$ cat config.mk
export PLATFORM = sky130hd
export DESIGN_NAME = alp_seq_arith_unit
export DESIGN_NICKNAME = d
export VERILOG_FILES = /design/src/rtl/alp_seq_arith_unit.sv
export SDC_FILE = /design/constraint.sdc
export NUM_CORES = 1
export LEC_CHECK = 0
export ABC_AREA = 1
export CAP_MARGIN = 20
export CORE_MARGIN = 2
export CORE_UTILIZATION = 24
export CTS_BUF_LIST = sky130_fd_sc_hd__clkbuf_4
export DETAILED_ROUTE_END_ITERATION = 10
export GPL_ROUTABILITY_DRIVEN = 0
export PLACE_DENSITY_LB_ADDON = 0.05
export SKIP_LAST_GASP = 1
export SLEW_MARGIN = 25
export SYNTH_ARGS = -nofsm -noshare
export SYNTH_HDL_FRONTEND = slang
export SYNTH_SLANG_ARGS = --single-unit
export TNS_END_PERCENT = 30
$ cat constraint.sdc
create_clock -name CLK -period 3.5 [get_ports CLK]
set_input_delay 0.7 -clock CLK [delete_from_list [all_inputs] [get_ports CLK]]
set_output_delay 0.7 -clock CLK [all_outputs]
set_load 0.02 [all_outputs]
$ cat src/rtl/alp_seq_arith_unit.sv
// rtl/alp_seq_arith_unit.sv - sequential ADD/SUB/MUL/DIV unit with START/BUSY/DONE handshake
// Define SIGNED_OPS_EN to make SMUL/SDIV legal; otherwise they end with an ERR pulse.
module alp_seq_arith_unit #(
    parameter int W     = 4,
    parameter int CNT_W = $clog2(W) + 1
) (
    input  logic         CLK,
    input  logic         CLR_N,
    input  logic         LOAD,
    input  logic         START,
    input  logic [2:0]   OP,
    input  logic [W-1:0] DIN_A,
    input  logic [W-1:0] DIN_B,
    output logic         BUSY,
    output logic         DONE,
    output logic         ERR,
    output logic [W-1:0] RES_HI,
    output logic [W-1:0] RES_LO,
    output logic [3:0]   STAT
);
    localparam logic [0:0] S_IDLE = 1'b0;
    localparam logic [0:0] S_RUN  = 1'b1;

    localparam logic [2:0] OP_NOP = 3'b000;
    localparam logic [2:0] OP_ADD = 3'b001;
    localparam logic [2:0] OP_SUB = 3'b010;
    localparam logic [2:0] OP_MUL = 3'b011;
    localparam logic [2:0] OP_DIV = 3'b100;
`ifdef SIGNED_OPS_EN
    localparam logic [2:0] OP_SMUL = 3'b101;
    localparam logic [2:0] OP_SDIV = 3'b110;
`endif

    localparam logic [CNT_W-1:0] CNT_LAST = CNT_W'(W - 1);
    localparam logic [CNT_W-1:0] CNT_ONE  = CNT_W'(1);

    logic [0:0]       state_q, state_d;
    logic [2:0]       op_q, op_d;
    logic [CNT_W-1:0] cnt_q, cnt_d;
    logic [W-1:0]     r0_q, r0_d, r1_q, r1_d;
    logic [W-1:0]     acc_q, acc_d, q_q, q_d, b_q, b_d;
    logic             done_q, done_d, err_q, err_d;
    logic [W-1:0]     res_hi_q, res_hi_d, res_lo_q, res_lo_d;
    logic [3:0]       stat_q, stat_d;
`ifdef SIGNED_OPS_EN
    logic             neg_q, neg_d, neg_rem_q, neg_rem_d;

    function automatic logic [W-1:0] mag(input logic [W-1:0] v);
        return v[W-1] ? (~v + 1'b1) : v;
    endfunction
`endif

    logic [W-1:0] op_a, op_b;
    logic [W-1:0] step_acc, step_q, step_b, nxt_acc, nxt_q;
    logic         step_div;
    logic [W:0]   mul_sum, div_sh, div_diff;
    logic [W:0]   addsub;
    logic         is_sub, add_c, add_v;
    logic [W-1:0] fin_hi, fin_lo;

    // A LOAD on the START edge feeds the new operands straight through.
    assign op_a = LOAD ? DIN_A : r0_q;
    assign op_b = LOAD ? DIN_B : r1_q;

    assign is_sub = (OP == OP_SUB);
    assign addsub = is_sub ? ({1'b0, op_a} - {1'b0, op_b}) : ({1'b0, op_a} + {1'b0, op_b});
    assign add_c  = is_sub ? ~addsub[W] : addsub[W];
    assign add_v  = is_sub ? ((op_a[W-1] != op_b[W-1]) && (addsub[W-1] != op_a[W-1]))
                           : ((op_a[W-1] == op_b[W-1]) && (addsub[W-1] != op_a[W-1]));

    // The START edge already performs the first unsigned iteration from fresh operands.
    always_comb begin
        step_acc = acc_q;
        step_q   = q_q;
        step_b   = b_q;
        step_div = (op_q == OP_DIV);
`ifdef SIGNED_OPS_EN
        if (op_q == OP_SDIV) begin
            step_div = 1'b1;
        end
`endif
        if (state_q == S_IDLE) begin
            step_acc = '0;
            step_div = (OP == OP_DIV);
            step_q   = (OP == OP_DIV) ? op_a : op_b;
            step_b   = (OP == OP_DIV) ? op_b : op_a;
        end
    end

    // Remainder stays below the divisor, so bit W of the difference is the borrow.
    always_comb begin
        mul_sum  = {1'b0, step_acc} + (step_q[0] ? {1'b0, step_b} : {(W + 1){1'b0}});
        div_sh   = {step_acc, step_q[W-1]};
        div_diff = div_sh - {1'b0, step_b};
        if (step_div) begin
            if (div_diff[W]) begin
                nxt_acc = div_sh[W-1:0];
                nxt_q   = {step_q[W-2:0], 1'b0};
            end else begin
                nxt_acc = div_diff[W-1:0];
                nxt_q   = {step_q[W-2:0], 1'b1};
            end
        end else begin
            nxt_acc = mul_sum[W:1];
            nxt_q   = {mul_sum[0], step_q[W-1:1]};
        end
    end

    always_comb begin
        fin_hi = nxt_acc;
        fin_lo = nxt_q;
`ifdef SIGNED_OPS_EN
        if ((op_q == OP_SMUL) && neg_q) begin
            {fin_hi, fin_lo} = -{nxt_acc, nxt_q};
        end
        if (op_q == OP_SDIV) begin
            if (neg_q) begin
                fin_lo = -nxt_q;
            end
            if (neg_rem_q) begin
                fin_hi = -nxt_acc;
            end
        end
`endif
    end

    always_comb begin
        state_d  = state_q;
        op_d     = op_q;
        cnt_d    = cnt_q;
        r0_d     = r0_q;
        r1_d     = r1_q;
        acc_d    = acc_q;
        q_d      = q_q;
        b_d      = b_q;
        done_d   = 1'b0;
        err_d    = 1'b0;
        res_hi_d = res_hi_q;
        res_lo_d = res_lo_q;
        stat_d   = stat_q;
`ifdef SIGNED_OPS_EN
        neg_d     = neg_q;
        neg_rem_d = neg_rem_q;
`endif
        if (state_q == S_IDLE) begin
            if (LOAD) begin
                r0_d = DIN_A;
                r1_d = DIN_B;
            end
            if (START) begin
                op_d = OP;
                case (OP)
                    OP_NOP: begin
                        op_d = op_q;
                    end
                    OP_ADD, OP_SUB: begin
                        done_d   = 1'b1;
                        res_hi_d = '0;
                        res_lo_d = addsub[W-1:0];
                        stat_d   = {addsub[W-1], ~|addsub[W-1:0], add_c, add_v};
                    end
                    OP_MUL, OP_DIV: begin
                        if ((OP == OP_DIV) && (op_b == '0)) begin
                            done_d   = 1'b1;
                            err_d    = 1'b1;
                            res_hi_d = op_a;
                            res_lo_d = '1;
                            stat_d   = 4'b1000;
                        end else begin
                            state_d = S_RUN;
                            cnt_d   = CNT_ONE;
                            acc_d   = nxt_acc;
                            q_d     = nxt_q;
                            b_d     = step_b;
                        end
                    end
`ifdef SIGNED_OPS_EN
                    OP_SMUL, OP_SDIV: begin
                        if ((OP == OP_SDIV) && (op_b == '0)) begin
                            done_d   = 1'b1;
                            err_d    = 1'b1;
                            res_hi_d = op_a;
                            res_lo_d = '1;
                            stat_d   = 4'b1000;
                        end else begin
                            state_d   = S_RUN;
                            cnt_d     = '0;
                            acc_d     = '0;
                            q_d       = (OP == OP_SMUL) ? mag(op_b) : mag(op_a);
                            b_d       = (OP == OP_SMUL) ? mag(op_a) : mag(op_b);
                            neg_d     = op_a[W-1] ^ op_b[W-1];
                            neg_rem_d = op_a[W-1];
                        end
                    end
`endif
                    default: begin
                        done_d   = 1'b1;
                        err_d    = 1'b1;
                        res_hi_d = '0;
                        res_lo_d = '0;
                        stat_d   = '0;
                    end
                endcase
            end
        end else begin
            acc_d = nxt_acc;
            q_d   = nxt_q;
            cnt_d = cnt_q + 1'b1;
            if (cnt_q == CNT_LAST) begin
                state_d  = S_IDLE;
                done_d   = 1'b1;
                res_hi_d = fin_hi;
                res_lo_d = fin_lo;
                stat_d   = {step_div ? fin_lo[W-1] : fin_hi[W-1], ~|{fin_hi, fin_lo}, 2'b00};
            end
        end
    end

    always_ff @(posedge CLK or negedge CLR_N) begin
        if (!CLR_N) begin
            state_q  <= S_IDLE;
            op_q     <= '0;
            cnt_q    <= '0;
            r0_q     <= '0;
            r1_q     <= '0;
            acc_q    <= '0;
            q_q      <= '0;
            b_q      <= '0;
            done_q   <= 1'b0;
            err_q    <= 1'b0;
            res_hi_q <= '0;
            res_lo_q <= '0;
            stat_q   <= '0;
`ifdef SIGNED_OPS_EN
            neg_q     <= 1'b0;
            neg_rem_q <= 1'b0;
`endif
        end else begin
            state_q  <= state_d;
            op_q     <= op_d;
            cnt_q    <= cnt_d;
            r0_q     <= r0_d;
            r1_q     <= r1_d;
            acc_q    <= acc_d;
            q_q      <= q_d;
            b_q      <= b_d;
            done_q   <= done_d;
            err_q    <= err_d;
            res_hi_q <= res_hi_d;
            res_lo_q <= res_lo_d;
            stat_q   <= stat_d;
`ifdef SIGNED_OPS_EN
            neg_q     <= neg_d;
            neg_rem_q <= neg_rem_d;
`endif
        end
    end

    assign BUSY   = (state_q == S_RUN);
    assign DONE   = done_q;
    assign ERR    = err_q;
    assign RES_HI = res_hi_q;
    assign RES_LO = res_lo_q;
    assign STAT   = stat_q;

endmodule

==> results of run 1 <==
## synthesized netlist by cell type (4+ instances only)
cell / number
sky130_fd_sc_hd__nand2_1: 105
sky130_fd_sc_hd__inv_1: 46
sky130_fd_sc_hd__dfrtp_1: 41
sky130_fd_sc_hd__nor2_1: 29
sky130_fd_sc_hd__o21ai_0: 21
sky130_fd_sc_hd__nand3_1: 20
sky130_fd_sc_hd__ha_1: 16
sky130_fd_sc_hd__nand2_2: 14
sky130_fd_sc_hd__a21oi_1: 13
sky130_fd_sc_hd__a21oi_2: 6
sky130_fd_sc_hd__o21ai_1: 6
sky130_fd_sc_hd__o21ai_2: 6
sky130_fd_sc_hd__a31oi_1: 4
sky130_fd_sc_hd__inv_2: 4
sky130_fd_sc_hd__nand3_2: 4
sky130_fd_sc_hd__xor2_1: 4
## final cells by class
cell class,count,area share [%]
Clock buffer,5,0.9980
Clock inverter,3,0.3327
Inverter,50,4.990
Multi-Input combinational cell,283,43.08
Sequential cell,41,27.28
Tap cell,147,4.890
Timing Repair Buffer,81,18.43
## layer usage
layer / up-vias / part of all wire (%) / track usage [%] / wire, µm
met5: - / 0 / 0 / 0
met4: 0 / 1.6 / 4.146 / 144
met3: 11 / 3.0 / 2.391 / 266
met2: 48 / 46 / 24.35 / 4083
met1: 1259 / 49 / 20.30 / 4350
li1: 1394 / - / - / -
## worst paths after layout
check / startpoint / end / slack [ns] / cells past startpoint
max: DIN_A[0] / STAT[2] / 0.26 / 22
min: CLR_N / r0_q[2] / 0.31 / 1
max reg2reg: BUSY / STAT[2] / 0.54 / 19
min reg2reg: q_q[3] / q_q[3] / 0.49 / 2
max in group asynchronous: CLR_N / q_q[1] / 2.79 / 1
min in group CLK: q_q[3] / q_q[3] / 0.49 / 2
## cell families after synthesis
logic type / Yosys count / synth area share [%]
AND/OR/NAND/NOR: 187 / 29.21
AO/OA/AOI/OAI: 70 / 15.30
buffers and inverters: 60 / 8.945
flip-flops: 41 / 35.44
adder cells (fa/ha/maj): 19 / 8.989
XOR/XNOR: 7 / 2.118
## power by group
| group | switching, mW | internal (mW) |
|---|---|---|
| Clock | 0.173 | 0.0730 |
| Sequential | 0.111 | 0.701 |
| Combinational | 1.45 | 1.03 |
| Total | 1.73 | 1.80 |
## worst max-delay path: cells and delay by family
kind                       cells  cell delay (ns)
and+or+nand+nor               13             1.20
AOI/OAI and AO/OA              3             0.33
buffers and inverters          4             0.71
adders and majority gates      2             0.61
## flip-flops by register name, summed over array words and instances, names as in the netlist
| name | cells |
|---|---|
| r0_q | 4 |
| q_q | 4 |
| acc_q | 4 |
| BUSY | 1 |
| r1_q | 4 |
| RES_HI | 4 |
| cnt_q | 3 |
| STAT | 4 |
| RES_LO | 4 |
| b_q | 4 |
| op_q | 3 |
| DONE | 1 |
| ERR | 1 |
## metrics by stage
stage	cells	utilization, %
after floorplan	384	-
after global placement	602	31.03
after detailed placement	602	31.05
after CTS	610	31.47
after global routing	610	31.58
final	610	31.58
==> results.md, run 1 <==
- The area of all placed cells without fillers is 3761 µm².
- The synthesized design spends more area on one cell type than any other, namely sky130_fd_sc_hd__dfrtp_1.
- Along the worst path, the maximum fanout reaches 5.
- The setup total negative slack is 0 ns.
- At the pin with the least slew margin, the transition time is 0.5790 ns.
- The post-detailed-routing wire length is 8845 µm.
- The worst slack at placement is -0.4134 ns.
- Across the VDD grid, the largest voltage drop is 0.0002498 V.
- The number of top-level pins is 30.
- The setup clock skew after layout is 0.009264 ns.
- The library cell used most frequently in the layout, excluding fill and tap cells, is sky130_fd_sc_hd__nand2_1.
- The largest single stage delay on the critical path is 0.44 ns.
- For this run, the register share of the synthesized area comes to 35.44%.
- The run finished with clean final reports.
- Of the cells placed in the final design, the portion with a size suffix greater than 1 is 22.46%.
- The final layout net count is 496.
- The smallest setup slack after layout is 0.2573 ns.
- The via count of the first global-routing pass is 2779.
- In the routed design, unresolved DRC markers number 0.
- STA classifies the critical path startpoint as an input pin.
- The most used flip-flop cell after synthesis is sky130_fd_sc_hd__dfrtp_1.
- After floorplanning, the core was sized to cover 11910 µm².
- The cell count after synthesis came out at 384.
- After synthesis, the cell types taking the most area are sky130_fd_sc_hd__dfrtp_1 (35%), sky130_fd_sc_hd__nand2_1 (14%), sky130_fd_sc_hd__ha_1 (6.9%).
- The number of design-rule violations left by the first detailed-router iteration is 182.
- The share of the synthesized area in the top cell type is 35.44%.
- The average wire length per cell after detail routing is 14.50 µm.
- The multi-input gate area in the final layout is 1620 µm².
- The cell that appears most often on the critical path is sky130_fd_sc_hd__nand2_1.
- Clock-pin slew was measured on the worst setup and hold paths at 0.14 ns.
- The leakage dissipation is 1.937 nW.
- CTS built an H-tree with a depth of 2.
- The data arrival time of the critical path is 3.55 ns.
- The global-route usage over all layers is 14.85%.
- The number of buffer cells added on primary ports is 29.
- The average instance area after synthesis is 7.540 µm².
- The number of synthesized flops with an enable pin is 0.
- The average vias per placed instance is 4.446.
- The area enclosed by the die boundary is 12960 µm².
- The sum of overflow across all layers after global routing is 0.
- STA classifies the critical path endpoint as a flop.
- The path class of the tightest hold or removal check is input pin to async pin.
- In this run the post-CTS setup repair buffer count came out at 0.
- The number of storage elements in the synthesis netlist is 41.
- The normalized max-slew margin is 61.40%.
- Entering global routing, the biggest net connects 42 pins.
- The top cell types in the final layout, fill and taps aside, are sky130_fd_sc_hd__nand2_1 (104), sky130_fd_sc_hd__buf_4 (52), sky130_fd_sc_hd__inv_1 (46).
- Counting every net in the synthesized netlist gives 418.
- The largest individual stage delay along the critical path comes from the cell sky130_fd_sc_hd__clkdlybuf4s50_1.
- The first global-routing pass estimated 14860 µm of wire.
- The Yosys step of the flow raised 0 warnings.
- Summing all flip-flop and latch instances after layout gives 1026 µm².
- Dividing total power by cell area gives a power density of 940.3 nW/µm².
- Once the floorplan was initialized, standard cells occupied 24.31% of the core.
- The hold buffer count at cts is 0.
- On the final layout, the worst hold slack is 0.3143 ns.
- The floorplan step set the die height to 113.8 µm.
- The power consumption is 3.536 mW.
- The data required time of the worst path is 3.80 ns.
- The HPWL after detailed placement is 7012 µm.
- TritonCTS built the clock tree.
- The number of gates resized after CTS was 1.
- The worst setup path is of the input pin to flop kind.
- The total number of vias is 2712.
- The count of nets left with antenna violations once routing finished came out at 0.
- The clock latency on the worst-skew pair is 0.37 ns.
- Max-cap violations in this run came to 0.
- The width of the die is 113.8 µm.
- The upper clock frequency limit is 0.3084 GHz.
- The total of endpoints with negative setup slack in the final report is 0.
- From synthesis to final layout, the design area changed by 29.91%.
- The tree is rooted in a sky130_fd_sc_hd__clkbuf_4.
- The final hold violation count came to 0.
- The clock buffer count from CTS is 5.
- The number of optimization iterations in the first detailed-route pass is 4.
- In this run the cell area of the synthesized design comes to 2895 µm².
- The signal on the critical path passes through clkdlybuf4s50_1, nand2_1, o21ai_1, inv_1, nor2_2, inv_1, nand2_1, o21ai_1, nand2_1, ha_1, fa_1, inv_1, nand3_1, nand2_1, nand2_1, nand2_2, nand2_1, nand2_1, nand2_1, nor2_1, nand3_1, a21oi_1.
- The count of antenna diodes in the layout is 0.
- No sink is reached through more buffers than the 2 on the longest clock path.
- The number of distinct standard cells referenced by the synthesized netlist is 40.
- Of the available clock period, the critical path in the final layout requires 92.65%.
- The floorplan has 40 rows.
- In the synthesized netlist the async set-or-reset flop fraction comes to 100.0%.
- The initial antenna violation count is 0.
- The final critical path time including I/O delays and setup is 3.243 ns.
- Fill cells in the final layout number 1302.
- The total number of clock tree sinks is 41.
- In this run the cell area measured after placement is 3699 µm².
- The count of final max-slew check failures is 0.
(Power assumes the default switching activity.)
==> run 2: changes to the inputs <==
--- a/config.mk
+++ b/config.mk
@@ -9,7 +9,7 @@
 export CAP_MARGIN = 20
 export CORE_MARGIN = 2
 export CORE_UTILIZATION = 24
-export CTS_BUF_LIST = sky130_fd_sc_hd__clkbuf_4
+export CTS_BUF_LIST = sky130_fd_sc_hd__clkbuf_16
 export DETAILED_ROUTE_END_ITERATION = 10
 export GPL_ROUTABILITY_DRIVEN = 0
 export PLACE_DENSITY_LB_ADDON = 0.05
==> run 2 against run 1 <==
Net effect:
- flip-flop and latch count is the same
- clock power grew 86%
- global-route usage is essentially flat
- via count shrank 0.63%
- first-iteration DRC count shrank 10%
- largest cell class unchanged
- utilization grew 0.92 points
- maximum frequency shrank 1.1%
- total power grew 6.8%
- setup slack lost 0.037 ns
==> results.md, run 2 (same netlist as run 1, synthesis figures left out) <==
- The average vias per placed instance is 4.411 (was 4.446).
- The data arrival time of the critical path is 3.50 ns (was 3.55 ns).
- Outcome: finished clean (unchanged).
- The number of buffer and inverter stages on the critical path is 4 (unchanged).
- The cell area after placement is 3699 µm² (unchanged).
- The smallest setup slack after layout was 0.2198 ns (was 0.2573 ns).
- The delay of the slowest cell on the worst path came to 0.44 ns (about the same).
- The post-placement cell count was 602 (unchanged).
- The upper clock frequency limit is 0.3049 GHz (was 0.3084 GHz).
- The largest net degree at the start of global routing was 42 (unchanged).
- The normalized max-slew margin came to 61.43% (was 61.40%).
- The total number of vias is 2695 (was 2712).
- The starting density of the core was 24.31% (unchanged).
- Setup repair after global routing left no endpoint under its margin.
- The number of design-rule violations left by the first detailed-router iteration is 163 (was 182).
- The count of antenna diodes in the layout came to 0 (unchanged).
- The hold buffer count at cts is 0 (unchanged).
- The row count came to 40 (unchanged).
- The number of routed nets with antenna violations is 0 (unchanged).
- The total DRC errors in the routed layout is 0 (unchanged).
- The most prevalent standard cell on the critical path is sky130_fd_sc_hd__nand2_1 (unchanged).
- The final-layout worst hold slack is 0.4141 ns (was 0.3143 ns).
- The global-route wire length before repair is 14900 µm (was 14860 µm).
- The kind of cell adding the most delay to the critical path is simple AND/OR/NAND/NOR gates (unchanged).
- The largest voltage drop on the vdd net is 0.0002462 V (was 0.0002498 V).
- The HPWL after detailed placement came to 7012 µm (unchanged).
- The total number of clock tree sinks is 41 (unchanged).
- The number of buffer cells added on primary ports is 29 (unchanged).
- The clock edge transition at the registers on the reported setup and hold paths is 0.06 ns (was 0.14 ns).
- The total of endpoints with negative setup slack in the final report came to 0 (unchanged).
- The commonest non-fill, non-tap cell in the layout is sky130_fd_sc_hd__nand2_1 (unchanged).
- The average wire length per cell after detail routing is 14.64 µm (was 14.50 µm).
- The leakage dissipation came to 1.975 nW (was 1.937 nW).
- The y dimension of the die is 113.8 µm (unchanged).
- Most used cells in the layout excluding fill and tap cells: sky130_fd_sc_hd__nand2_1 (102), sky130_fd_sc_hd__buf_4 (53), sky130_fd_sc_hd__inv_1 (46) (was sky130_fd_sc_hd__nand2_1 (104), sky130_fd_sc_hd__buf_4 (52), sky130_fd_sc_hd__inv_1 (46)).
- The final layout net count is 497 (was 496).
- The global-route usage over all layers is 14.87% (was 14.85%).
- The clock tree from TritonCTS is done (unchanged).
- The area added between synthesis and finish is 33.71% (was 29.91%).
- The clock buffer count from CTS came to 5 (unchanged).
- Cells along the critical path: clkdlybuf4s50_1, nand2_1, o21ai_1, inv_1, nor2_2, inv_1, nand2_1, o21ai_2, nand2_1, ha_1, fa_1, inv_1, nand3_2, nand2_1, nand2_1, nand2_2, nand2_1, nand2_1, nand2_1, nor2_1, nand3_1, a21oi_1 (was clkdlybuf4s50_1, nand2_1, o21ai_1, inv_1, nor2_2, inv_1, nand2_1, o21ai_1, nand2_1, ha_1, fa_1, inv_1, nand3_1, nand2_1, nand2_1, nand2_2, nand2_1, nand2_1, nand2_1, nor2_1, nand3_1, a21oi_1).
- The worst setup path category is input pin to flop (unchanged).
- The final period utilization came to 93.72% (was 92.65%).
- The final critical path time including I/O delays and setup came to 3.280 ns (was 3.243 ns).
- The placeable core region came to 11910 µm² (unchanged).
- The clock latency on the worst-skew pair came to 0.29 ns (was 0.37 ns).
- The H-tree depth reported by CTS is 2 (unchanged).
- The slew at the pin with the worst max-slew slack is 0.5786 ns (was 0.5790 ns).
- The final hold violation count was 0 (unchanged).
- The total power divided by cell area is 975.8 nW/µm² (was 940.3 nW/µm²).
- The final-layout fill cell count is 1286 (was 1302).
- The master cell of the clock root buffer is sky130_fd_sc_hd__clkbuf_16 (was sky130_fd_sc_hd__clkbuf_4).
- The setup clock skew after layout is 0.006244 ns (was 0.009264 ns).
- The sum of overflow across all layers after global routing is 0 (unchanged).
- The worst slack at placement came to -0.4134 ns (unchanged).
- The maximum root-to-sink buffer count is 2 (unchanged).
- The via count of the first global-routing pass is 2806 (was 2779).
- The area enclosed by the die boundary is 12960 µm² (unchanged).
- The width of the die is 113.8 µm (unchanged).
- The startpoint class of the critical path is an input pin (unchanged).
- The critical path capture point type is a flop (unchanged).
- The post-route non-filler standard cell count is 611 (was 610).
- The initial antenna violation count is 0 (unchanged).
- The class of the tightest hold or removal check is input pin to async pin (unchanged).
- The highest-delay cell along the critical path was sky130_fd_sc_hd__clkdlybuf4s50_1 (unchanged).
- The maximum fanout along the worst path was 5 (unchanged).
- The area of all placed cells without fillers came to 3871 µm² (was 3761 µm²).
- The data required time of the worst path came to 3.72 ns (was 3.80 ns).
- The number of maximum-capacitance violations is 0 (unchanged).
- The number of optimization iterations in the first detailed-route pass came to 4 (unchanged).
- The fraction of layout cells with a size suffix above 1 is 23.49% (was 22.46%).
- The count of final max-slew check failures was 0 (unchanged).
- The number of top-level pins is 30 (unchanged).
- The post-detailed-routing wire length is 8947 µm (was 8845 µm).
-- run 2: final cells by class --
| type | instances | area [µm²] | area share [%] |
|---|---|---|---|
| Clock buffer | 5 | 125.1 | 3.232 |
| Clock inverter | 3 | 12.51 | 0.3232 |
| Inverter | 50 | 187.7 | 4.848 |
| Multi-Input combinational cell | 283 | 1639 | 42.34 |
| Sequential cell | 41 | 1026 | 26.50 |
| Tap cell | 147 | 183.9 | 4.751 |
| Timing Repair Buffer | 82 | 696.9 | 18.00 |
-- run 2: through the flow --
stage	TNS [ns]	power [mW]	utilization, %
after floorplan	0	2.407	-
after global placement	-1.973	3.347	31.03
after detailed placement	-2.889	3.325	31.05
after CTS	0	3.808	32.20
after global routing	0	4.208	32.50
final	0	3.778	32.50
-- run 2: where the power goes --
| part | switching, mW | internal, mW |
|---|---|---|
| Combinational | 1.47 | 1.04 |
| Clock | 0.199 | 0.259 |
| Sequential | 0.112 | 0.705 |
-- run 2: path summary, 6_finish.rpt --
path	depth (start not counted)	slack, ns	endpoint	from
max	22	0.22	STAT[2]	DIN_A[0]
min	1	0.41	r0_q[2]	CLR_N
max reg2reg	15	0.57	STAT[2]	BUSY
min reg2reg	2	0.47	q_q[3]	q_q[3]
max in group asynchronous	1	2.70	STAT[2]	CLR_N
min in group CLK	2	0.47	q_q[3]	q_q[3]
-- run 2: timing repair --
item,in CTS,in global routing
endpoints found under the hold margin,0,0
setup buffers,0,1
cloned,0,0
pin swaps,0,3
resized for setup,2,8
setup endpoints to repair,2,5
-- run 2: layer usage --
layer / vias up / part of all wire, % / track usage, %
met5: - / 0 / 0
met4: 0 / 1.8 / 4.634
met3: 12 / 3.0 / 2.232
met2: 38 / 46 / 24.71
met1: 1250 / 49 / 19.97
li1: 1395 / - / -
